`config.mk`:
```
export PLATFORM = sky130hd
export DESIGN_NAME = axis_to_dac_interface
export DESIGN_NICKNAME = d
export VERILOG_FILES = /design/src/rtl/axis_to_dac_interface.sv
export SDC_FILE = /design/constraint.sdc
export NUM_CORES = 1
export LEC_CHECK = 0
export BUFFER_PORTS_ARGS = -buffer_cell sky130_fd_sc_hd__buf_4
export CAP_MARGIN = 20
export CORE_MARGIN = 2
export CORE_UTILIZATION = 50
export CTS_CLUSTER_DIAMETER = 40
export DETAILED_ROUTE_END_ITERATION = 8
export PLACE_DENSITY = 0.75
export REMOVE_ABC_BUFFERS = 1
export SYNTH_ARGS = -nofsm -noshare
export SYNTH_HDL_FRONTEND = slang
export SYNTH_SLANG_ARGS = --single-unit
```
`constraint.sdc`:
```
create_clock -name s_axis_aclk -period 8.2 [get_ports s_axis_aclk]
set_input_delay 0.82 -clock s_axis_aclk [delete_from_list [all_inputs] [get_ports s_axis_aclk]]
set_output_delay 0.82 -clock s_axis_aclk [all_outputs]
set_load 0.005 [all_outputs]
```
`src/rtl/axis_to_dac_interface.sv`:
```
// AXIS 64-bit words -> FIFO -> 32-bit DAC samples, upper half first. Output is registered and runs 1 clock behind RUN.
// tready drops when the FIFO is full. Optional macro AXIS_DAC_TLAST_SYNC_EN aligns playback to frame starts via tlast.
module axis_to_dac_interface #(
  parameter int DATA_WIDTH    = 64,
  parameter int FIFO_DEPTH    = 16,
  parameter int PREFILL_LEVEL = 4
) (
  input  logic                          s_axis_aclk,
  input  logic                          s_axis_aresetn,
  input  logic                          s_axis_tvalid,
  input  logic [DATA_WIDTH-1:0]         s_axis_tdata,
  input  logic                          s_axis_tlast,
  output logic                          s_axis_tready,
  output logic [DATA_WIDTH/2-1:0]       o_dac_data,
  output logic                          o_dac_valid,
  input  logic                          i_con_axisside,
  input  logic                          i_con_dacside,
  output logic                          o_status,
  output logic [$clog2(FIFO_DEPTH):0]   o_fifo_level
);

  localparam int AW = $clog2(FIFO_DEPTH);
  localparam int SW = DATA_WIDTH / 2;
`ifdef AXIS_DAC_TLAST_SYNC_EN
  localparam int FW = DATA_WIDTH + 1;
`else
  localparam int FW = DATA_WIDTH;
`endif
  localparam logic [AW:0] LP_DEPTH   = (AW+1)'(FIFO_DEPTH);
  localparam logic [AW:0] LP_PREFILL = (AW+1)'(PREFILL_LEVEL);

  typedef enum logic [1:0] {
    ST_IDLE,
    ST_PREFILL,
    ST_RUN,
    ST_UNDERRUN
  } state_t;

  logic [FW-1:0]   r_mem [FIFO_DEPTH];
  logic [AW-1:0]   r_wr_ptr;
  logic [AW-1:0]   r_rd_ptr;
  logic [AW:0]     r_level;
  logic            w_full;
  logic            w_empty;
  logic            w_wr;
  logic            w_rd;
  logic [FW-1:0]   w_wr_word;
  logic [FW-1:0]   w_head;

  state_t          r_state;
  state_t          w_state_nxt;
  logic            r_phase;
  logic            w_phase_nxt;
  logic [SW-1:0]   r_hold;
  logic [SW-1:0]   w_hold_nxt;
  logic [SW-1:0]   r_dac_data;
  logic [SW-1:0]   w_data_nxt;
  logic            r_dac_valid;
  logic            w_valid_nxt;
  logic            r_status;
  logic            w_status_nxt;
  logic            w_prefill_ok;

`ifdef AXIS_DAC_TLAST_SYNC_EN
  logic            r_synced;
  logic            w_synced_nxt;
  assign w_wr_word    = {s_axis_tlast, s_axis_tdata};
  assign w_prefill_ok = r_synced && (r_level >= LP_PREFILL);
`else
  logic            w_unused_tlast;
  assign w_unused_tlast = s_axis_tlast;
  assign w_wr_word      = s_axis_tdata;
  assign w_prefill_ok   = (r_level >= LP_PREFILL);
`endif

  assign w_full        = (r_level == LP_DEPTH);
  assign w_empty       = (r_level == '0);
  // Gated by reset so tready is low while held in reset regardless of i_con_axisside.
  assign s_axis_tready = s_axis_aresetn & i_con_axisside & ~w_full;
  assign w_wr          = s_axis_tvalid & s_axis_tready;
  assign w_head        = r_mem[r_rd_ptr];

  assign o_dac_data    = r_dac_data;
  assign o_dac_valid   = r_dac_valid;
  assign o_status      = r_status;
  assign o_fifo_level  = r_level;

  always_ff @(posedge s_axis_aclk) begin
    if (w_wr) r_mem[r_wr_ptr] <= w_wr_word;
  end

  always_ff @(posedge s_axis_aclk or negedge s_axis_aresetn) begin
    if (!s_axis_aresetn) begin
      r_wr_ptr <= '0;
      r_rd_ptr <= '0;
      r_level  <= '0;
    end else begin
      if (w_wr) r_wr_ptr <= r_wr_ptr + 1'b1;
      if (w_rd) r_rd_ptr <= r_rd_ptr + 1'b1;
      case ({w_wr, w_rd})
        2'b10:   r_level <= r_level + 1'b1;
        2'b01:   r_level <= r_level - 1'b1;
        default: r_level <= r_level;
      endcase
    end
  end

  always_ff @(posedge s_axis_aclk or negedge s_axis_aresetn) begin
    if (!s_axis_aresetn) begin
      r_state     <= ST_IDLE;
      r_phase     <= 1'b0;
      r_hold      <= '0;
      r_dac_data  <= '0;
      r_dac_valid <= 1'b0;
      r_status    <= 1'b0;
`ifdef AXIS_DAC_TLAST_SYNC_EN
      r_synced    <= 1'b0;
`endif
    end else begin
      r_state     <= w_state_nxt;
      r_phase     <= w_phase_nxt;
      r_hold      <= w_hold_nxt;
      r_dac_data  <= w_data_nxt;
      r_dac_valid <= w_valid_nxt;
      r_status    <= w_status_nxt;
`ifdef AXIS_DAC_TLAST_SYNC_EN
      r_synced    <= w_synced_nxt;
`endif
    end
  end

  always_comb begin
    w_state_nxt  = r_state;
    w_phase_nxt  = r_phase;
    w_hold_nxt   = r_hold;
    w_data_nxt   = '0;
    w_valid_nxt  = 1'b0;
    w_status_nxt = r_status;
    w_rd         = 1'b0;
`ifdef AXIS_DAC_TLAST_SYNC_EN
    w_synced_nxt = r_synced;
`endif
    case (r_state)
      ST_IDLE: begin
        w_phase_nxt  = 1'b0;
        w_status_nxt = 1'b0;
        if (i_con_dacside) w_state_nxt = ST_PREFILL;
`ifdef AXIS_DAC_TLAST_SYNC_EN
        w_synced_nxt = 1'b0;
`endif
      end
      ST_PREFILL: begin
`ifdef AXIS_DAC_TLAST_SYNC_EN
        // Discard up to and including the next frame end so playback starts on a frame's first word.
        if (!r_synced && !w_empty) begin
          w_rd = 1'b1;
          if (w_head[DATA_WIDTH]) w_synced_nxt = 1'b1;
        end
`endif
        if (!i_con_dacside)    w_state_nxt = ST_IDLE;
        else if (w_prefill_ok) w_state_nxt = ST_RUN;
      end
      ST_RUN: begin
        if (!r_phase) begin
          if (!w_empty) begin
            w_rd        = 1'b1;
            w_data_nxt  = w_head[DATA_WIDTH-1:SW];
            w_hold_nxt  = w_head[SW-1:0];
            w_valid_nxt = 1'b1;
            w_phase_nxt = 1'b1;
          end else begin
            w_state_nxt  = ST_UNDERRUN;
            w_status_nxt = 1'b1;
          end
        end else begin
          w_data_nxt  = r_hold;
          w_valid_nxt = 1'b1;
          w_phase_nxt = 1'b0;
          if (!i_con_dacside) w_state_nxt = ST_IDLE;
        end
      end
      ST_UNDERRUN: begin
        w_state_nxt = ST_PREFILL;
`ifdef AXIS_DAC_TLAST_SYNC_EN
        w_synced_nxt = 1'b0;
`endif
      end
      default: w_state_nxt = ST_IDLE;
    endcase
    if (w_state_nxt == ST_IDLE) w_status_nxt = 1'b0;
  end

endmodule

```
==> results of run 1 <==
==> metrics by stage <==
stage	hold slack, ns	setup TNS [ns]	setup slack (ns)
2_1_floorplan	0.446	-178.25	-2.96
6_report	0.0585	0	4.38
4_1_cts	0.0292	0	4.40
3_3_place_gp	0.467	0	3.91
5_1_grt	0.0491	0	4.20
3_5_place_dp	0.473	0	3.87
==> critical path, delay by kind of cell, from the launching register on <==
family                     cells  cell delay [ns]
xor gates and xnor gates       1             0.14
buffers and inverters          3             0.66
adders and majority gates      2             0.71
AOI/OAI and AO/OA              1             0.10
DFF                            1             0.41
and+or+nand+nor                5             1.65
==> where the power goes <==
group          internal (W)  switching (W)  total (W)
Sequential          0.00645       0.000303    0.00675
Combinational       0.00140        0.00134    0.00275
Clock               0.00315        0.00226    0.00541
Total                0.0110        0.00390     0.0149
==> synthesized netlist by cell type, drive strengths merged <==
library cell and instances:
mux2 2, ha 9, fa 1, mux4 256
a211oi 1, a31oi 1, and3 1, nand3 1
o22ai 32, nor2b 1, clkbuf 33, nand4 2
o21a 1, nor4 1, nor3 5, nand2b 4
dfrtp 82, xnor2 7, xor2 2, buf 64
or3b 1, o21ai 7, o221ai 31, edfxtp 1024
nor2 15, inv 11, a21oi 3, mux2i 128
and2 1, nand3b 1, a21o 33, a32o 2
nand2 51
==> cells by family (layout without fill, tap and decap cells) <==
group	Yosys count	in the layout	synth area share
mux	386	386	0.169
compound gates	111	111	0.0194
buf+inv	108	377	0.0142
flops	1106	1106	0.783
fa+ha+maj	10	10	0.00317
simple gates	84	84	0.00923
xor+xnor	9	9	0.00188
==> area by class of cell <==
class / count / share of cell area
Inverter: 11 / 0.000860
Tap cell: 1080 / 0.0282
Timing Repair Buffer: 142 / 0.0230
Clock buffer: 141 / 0.0651
Clock inverter: 83 / 0.0197
Sequential cell: 1106 / 0.684
Multi-Input combinational cell: 600 / 0.179
==> layer usage <==
layer / part of all wire / vias up / track usage
met5: 0.00063 / - / 0
met4: 0.023 / 10 / 0.0648
met3: 0.081 / 168 / 0.0399
met2: 0.51 / 951 / 0.353
met1: 0.39 / 10300 / 0.286
li1: - / 7999 / -
==> sequential cells by signal, indices dropped and copies added, names as in the netlist <==
signal	count
o_dac_valid	1
r_wr_ptr	4
o_fifo_level	5
r_phase	1
r_state	2
r_mem	1024
o_status	1
r_hold	32
o_dac_data	32
r_rd_ptr	4
==> path summary, 6_finish.rpt <==
check	start	endpoint	cells after the start
max reg2reg	r_state[1]	o_fifo_level[4]	12
max in group asynchronous	s_axis_aresetn	r_hold[6]	3
min in group s_axis_aclk	s_axis_tdata[17]	r_mem[0][17]	1
min	s_axis_aresetn	o_dac_data[12]	1
min reg2reg	r_hold[26]	o_dac_data[26]	1
max	r_state[1]	o_fifo_level[4]	12
==> results list, run 1 <==
- Clock transition at path regs: 0.07 ns
* CTS HTree Levels: 3
* Total wirelength of the detailed-routed design: 90.4 mm
- Number of storage elements in the synthesis netlist: 1106
- In this run, post-CTS hold repair placed 0 buffers.
- Count of final hold-check violations: 0
* Fill cell count: 5774
- Data on the critical path arrives at its endpoint at 4.38 ns.
- In this run the count of I/O pins placed on the die edge is 110.
- Entering global routing, the biggest net connects 133 pins.
- The run finished with clean final reports.
- The finished cells cover 48000 um^2.
- Gate Count Post-Synth: 1814
- In the layout the commonest cells are 1024 x sky130_fd_sc_hd__edfxtp_1, 254 x sky130_fd_sc_hd__mux4_2, 139 x sky130_fd_sc_hd__buf_4.
- Measured against its own limit, the worst slew margin works out to 0.274.
- The number of antenna violations at the first check in global routing is 5.
- Share of the yosys chip area belonging to registers: 0.783
* Register area: 32800 um^2
* Drt via density: 6.14
- Vias in the first global route: 20300
- Type of destination of the critical path: register
- CTS tree: yes
* Number of placement rows: 106
* Period utilisation layout: 0.466
- Number of cells after detailed placement: 2939
- PnR Total Power: 0.0149 W
- Setup repair after global routing left no endpoint under its margin.
- The Yosys step of the flow raised 0 warnings.
* Internal reg-to-reg setup slack: 4.38 ns
- Via Count: 19400
- Measured along the y axis, the die boundary spans 293 um.
- The library cell used most frequently in the layout, excluding fill and tap cells, is sky130_fd_sc_hd__edfxtp_1.
- Congestion Overflow GR: 0
- Area share of the largest cell type after synthesis: 0.734
- Setup violations remaining at the end of the flow were counted as 0.
* Relative area change from synthesis to final layout: 14.6%
- Number of standard cells in the final layout excluding fillers: 3163
* Max stage delay cell, worst path: sky130_fd_sc_hd__nand3b_4
* Post-DP HPWL: 42.8 mm
* Shortest clock period the worst path allows after layout: 3.82 ns
* I/O Buffers: 108
- In this run the clock root is driven by a sky130_fd_sc_hd__clkbuf_16.
* Wire length of the first global-routing pass: 133 mm
- Hold Path Class: in -> async
* Number of nets in the final layout: 2060
- Walking the worst path, the cells encountered are inv_1, nor2_1, nand3b_4, inv_2, ha_1, inv_1, fa_1, nor2b_1, o21ai_0, nand3_1, or3b_2, xnor2_1.
- Total setup buffers inserted after CTS: 0
* Placeable core region: 83300 um^2
- Once placement finished, the instance area stood at 43900 um^2.
- Number of pins exceeding their max-slew limit in the final report: 0
* F_max: 0.261 GHz
* Share of final-layout standard cells stronger than drive strength 1: 0.297
- Die Outline Area: 86100 um^2
- For this run, design rule violations remaining after detail routing come to 0.
- Data required time of the critical path: 8.75 ns
* 1st-pass router iterations: 5
* Largest cells by area after synthesis: sky130_fd_sc_hd__edfxtp_1 73%, sky130_fd_sc_hd__mux4_2 14%, sky130_fd_sc_hd__dfrtp_1 4.9%
- STA classifies the critical path startpoint as a register.
- For this run, the slowest stage of the critical path takes 0.71 ns.
- ANT nets after route: 0
* Setup CP Type: reg -> reg
- Total global-route track usage: 0.212
* Actual transition at the worst max-transition pin: 1.09 ns
* Initial Util: 0.503
- Initial detailed-routing violation count: 1876
* Highest net fanout along the worst path: 35
- The congestion estimate from routability-driven global placement came to 0.733.
* Cell leakage power: 15.7 nW
- Final Skew: 0.0267 ns
* Multi-input gate area in the final layout: 8610 um^2
* Util after Layout: 0.576
- Clock buffer count from CTS: 119
- # resized after CTS: 0
- Clock latency on the worst-skew pair, taken at its later pin, is 0.68 ns.
- Routed length per instance: 28.6 um
- Synth Cell Area: 41900 um^2
* Count of cell types in the netlist: 40
- Mean area per synthesized cell: 23.1 um^2
- Across the VDD grid, the largest voltage drop is 0.231 mV.
* # diodes: 0
* Top cell type by total area after synthesis: sky130_fd_sc_hd__edfxtp_1
- Max Cap Violations: 0
- The clock passes through at most 3 buffers.
- Counting every sink on the clock net gives 1106.
- Die Width: 293 um
- Cell Pwr Density: 311 nW/um^2
- In this design, the critical path's most frequently occurring cell is sky130_fd_sc_hd__inv_1.
Note: power is estimated with default switching activity, not from simulation.
==> run 2, diff against run 1 <==
--- a/config.mk
+++ b/config.mk
@@ -11,7 +11,7 @@
 export CORE_UTILIZATION = 50
 export CTS_CLUSTER_DIAMETER = 40
 export DETAILED_ROUTE_END_ITERATION = 8
-export PLACE_DENSITY = 0.75
+export PLACE_DENSITY = 0.78
 export REMOVE_ABC_BUFFERS = 1
 export SYNTH_ARGS = -nofsm -noshare
 export SYNTH_HDL_FRONTEND = slang
==> constraint.sdc (replaced) <==
create_clock -name s_axis_aclk -period 3.5 [get_ports s_axis_aclk]
set_input_delay 0.35 -clock s_axis_aclk [delete_from_list [all_inputs] [get_ports s_axis_aclk]]
set_output_delay 0.35 -clock s_axis_aclk [all_outputs]
set_load 0.005 [all_outputs]
==> run 2 against run 1 <==
  * Power rose by 140%
  * Die area did not move
  * Combinational power rose to 2.5 times the previous value
  * Sequential cell count did not move
  * Clock skew fell by 0.0017 ns
  * Critical path depth did not move
  * Register-to-register slack got worse by 3.9 ns
  * Critical path type unchanged
  * Sequential power rose by 130%
  * Clock power rose by 130%
  * Global-route usage rose by 1.6 points
==> results list, run 2 (same netlist as run 1, synthesis figures left out) <==
* Type of destination of the critical path: register (unchanged)
- The maximum clock rate is 0.334 GHz (was 0.261 GHz).
- Data required time of the critical path: 4.05 ns (was 8.75 ns)
- The largest voltage drop on the vdd net is 0.434 mV (was 0.231 mV).
- I/O Buffers: 108 (unchanged)
- The detailed-routing iteration count for the pre-antenna-repair pass is 5 (unchanged).
* Wire length of the first global-routing pass: 142 mm (was 133 mm)
* Total setup buffers inserted after CTS: 0 (unchanged)
* CTS tree: yes (unchanged)
- Congestion Overflow GR: 0 (unchanged)
* Clk network pwr share: 0.355 (was 0.363)
- ANT nets after route: 0 (unchanged)
- Final Skew: 0.0250 ns (was 0.0267 ns)
* # clock sinks: 1106 (unchanged)
* Hold bufs inserted after CTS: 66 (was 0)
- Initial Util: 0.503 (unchanged)
- The worst-path cell with the longest stage delay is sky130_fd_sc_hd__or3b_2 (was sky130_fd_sc_hd__nand3b_4).
- Number of flip-flops in the largest register: 1024 (unchanged)
* Hold Path Class: in -> reg (was in -> async)
- Crit path arrival time: 3.54 ns (was 4.38 ns)
- Reg power frac: 0.448 (was 0.453)
- Outcome: completed (unchanged)
* Maximum number of pins on one net before global-route repair: 66 (was 133)
- Total global-route track usage: 0.227 (was 0.212)
- The post-cts gate resize count came to 0 (unchanged).
- The type of the worst setup path was reg -> reg (unchanged).
- The leading cell type in the layout, fill and taps excluded is sky130_fd_sc_hd__edfxtp_1 (unchanged).
* Cell leakage power: 16.2 nW (was 15.7 nW)
- Clock transition at path regs: 0.06 ns (was 0.07 ns)
- The count of vias placed by the detailed router is 20300 (was 19400).
- Count of final hold-check violations: 0 (unchanged)
- The final-stage net count is 2151 (was 2060).
- The clock root buffer is sky130_fd_sc_hd__clkbuf_16 (unchanged).
- Worst rel slew slack: 0.348 (was 0.274)
- Total wirelength of the detailed-routed design: 96.8 mm (was 90.4 mm)
- IO Count: 110 (unchanged)
- The number of DRC violations after detailed-routing iteration 0 was 2270 (was 1876).
* Number of pins exceeding their max-slew limit in the final report: 0 (unchanged)
* Die Outline Area: 86100 um^2 (unchanged)
* Switching Share: 0.260 (was 0.262)
* Top library cells by usage in the layout, fill and taps aside: 1024 x sky130_fd_sc_hd__edfxtp_1, 254 x sky130_fd_sc_hd__mux4_2, 146 x sky130_fd_sc_hd__buf_4 (was 1024 x sky130_fd_sc_hd__edfxtp_1, 254 x sky130_fd_sc_hd__mux4_2, 139 x sky130_fd_sc_hd__buf_4)
- Highest net fanout along the worst path: 5 (was 35)
* Critical Path Max Stage Delay: 0.47 ns (was 0.71 ns)
* Routed length per instance: 29.8 um (was 28.6 um)
- The sort of element at the start of the critical path was a register (unchanged).
- The transition time at the pin with the least slew margin came to 0.978 ns (was 1.09 ns).
- The post-layout minimum cycle time came to 2.99 ns (was 3.82 ns).
- Count of buffer and inverter cells on the critical path: 2 (was 3)
- The setup TNS was 0 ns (unchanged).
- Post-DP HPWL: 45.7 mm (was 42.8 mm)
- Relative area change from synthesis to final layout: 17.1% (was 14.6%)
- The slack of the worst reg-to-reg path is 0.51 ns (was 4.38 ns).
- Clock buffer count from CTS: 113 (was 119)
- Cells along the critical path: nor4_4, a21oi_1, and2_1, inv_1, ha_1, inv_1, fa_1, nor2b_1, o21ai_0, nand3_1, or3b_2, xnor2_1 (was inv_1, nor2_1, nand3b_4, inv_2, ha_1, inv_1, fa_1, nor2b_1, o21ai_0, nand3_1, or3b_2, xnor2_1)
- The post-route DRC violation count came to 0 (unchanged).
- Clock Path Buffers: 3 (unchanged)
- The total of max-cap violations is 0 (unchanged).
- Y dimension of the die: 293 um (unchanged)
- Share of final-layout standard cells stronger than drive strength 1: 0.294 (was 0.297)
- RSZ-0062 raised after global routing: false (unchanged)
- The number of antenna violations at the first check in global routing is 7 (was 5).
- The relative contribution of combinational cells to total power is 0.198 (was 0.184).
- The total number of placement rows was 106 (unchanged).
- The post-layout instance count excluding filler cells is 3251 (was 3163).
- The final number of setup-violating endpoints came to 0 (unchanged).
- Vias in the first global route: 21500 (was 20300)
- The internal power is 0.0261 W (was 0.0110 W).
- Net Sw Power: 0.00919 W (was 0.00390 W)
- The depth of the CTS H-tree was 3 (unchanged).
* Die Width: 293 um (unchanged)
- Cell seen most often among critical-path stages: sky130_fd_sc_hd__inv_1 (unchanged)
* Number of cells after detailed placement: 2970 (was 2939)
- Placeable core region: 83300 um^2 (unchanged)
* Clock network latency to the later pin of the worst-skew pair: 0.69 ns (was 0.68 ns)
* Drt via density: 6.26 (was 6.14)
- The ratio of total power to cell area is 719 nW/um^2 (was 311 nW/um^2).
- The weighted congestion at the end of routability-driven global placement was 0.756 (was 0.733).
- Largest register by flop count: r_mem (unchanged)
- The kind of cell adding the most delay to the critical path is simple AND/OR/NAND/NOR gates (unchanged).
- Period utilisation layout: 0.856 (was 0.466)
[run 2: changes by cell type in the layout (fill, tap and decap cells not counted), moves of 3 or more]
cell / delta
sky130_fd_sc_hd__dlygate4sd3_1: +66
sky130_fd_sc_hd__buf_4: +7
sky130_fd_sc_hd__inv_6: -5
sky130_fd_sc_hd__buf_12: +24
sky130_fd_sc_hd__bufinv_16: +4
sky130_fd_sc_hd__clkbuf_1: -3
sky130_fd_sc_hd__clkinvlp_4: -5
sky130_fd_sc_hd__clkinv_1: +5
sky130_fd_sc_hd__inv_8: -6
sky130_fd_sc_hd__clkbuf_16: -5
[run 2: metal layers]
metal | routed length (um) | track usage | part of all wire | up-vias
met2 | 50000 | 0.387 | 0.52 | 1204
met5 | 68 | 0 | 0.00070 | -
met3 | 8990 | 0.0477 | 0.093 | 208
met4 | 2490 | 0.0750 | 0.026 | 12
met1 | 35300 | 0.294 | 0.36 | 10800
li1 | - | - | - | 8164
[run 2: final timing paths]
path	start	endpoint	cells past startpoint
min in group asynchronous	s_axis_aresetn	o_dac_data[10]	3
max in group asynchronous	s_axis_aresetn	r_rd_ptr[3]	4
min reg2reg	r_hold[31]	o_dac_data[31]	1
min	s_axis_tvalid	r_wr_ptr[0]	4
max reg2reg	o_fifo_level[0]	o_fifo_level[4]	12
max	o_fifo_level[0]	o_fifo_level[4]	12
[run 2: worst min-delay path, cell delays in order]
cell and delay, ns:
sky130_fd_sc_hd__buf_4 0.07, sky130_fd_sc_hd__and2_1 0.14, sky130_fd_sc_hd__buf_4 0.20, sky130_fd_sc_hd__xnor2_1 0.08
[run 2: through the flow]
step	area [um^2]	total power (W)	hold slack, ns	worst slack [ns]	utilization
global route	49100	0.0364	0.209	0.320	0.589
finish	49100	0.0353	0.213	0.506	0.589
detailed placement	44500	0.0228	0.464	0.538	0.534
global placement	44500	0.0226	0.468	0.563	0.534
CTS	49100	0.0355	0.176	0.506	0.589
floorplan	41300	0.0201	0.0544	-7.66	-
[run 2: cell type report]
type                       count  area [um^2]
timing repair buffer         239         2300
clock buffer                 135         3010
tap                         1080         1350
clock inverter                78          935
antenna                        2         5.00
multi-input combinational    600         8610
fill                        5497        34200
sequential                  1106        32800
inverter                      11         41.3
[run 2: power groups by stage]
stage | combinational, W | sequential (W) | clock [W]
floorplan | 0.00384 | 0.0163 | 0
global placement | 0.00660 | 0.0160 | 0
detailed placement | 0.00680 | 0.0160 | 0
CTS | 0.00705 | 0.0158 | 0.0126
global route | 0.00744 | 0.0158 | 0.0131
finish | 0.00697 | 0.0158 | 0.0125
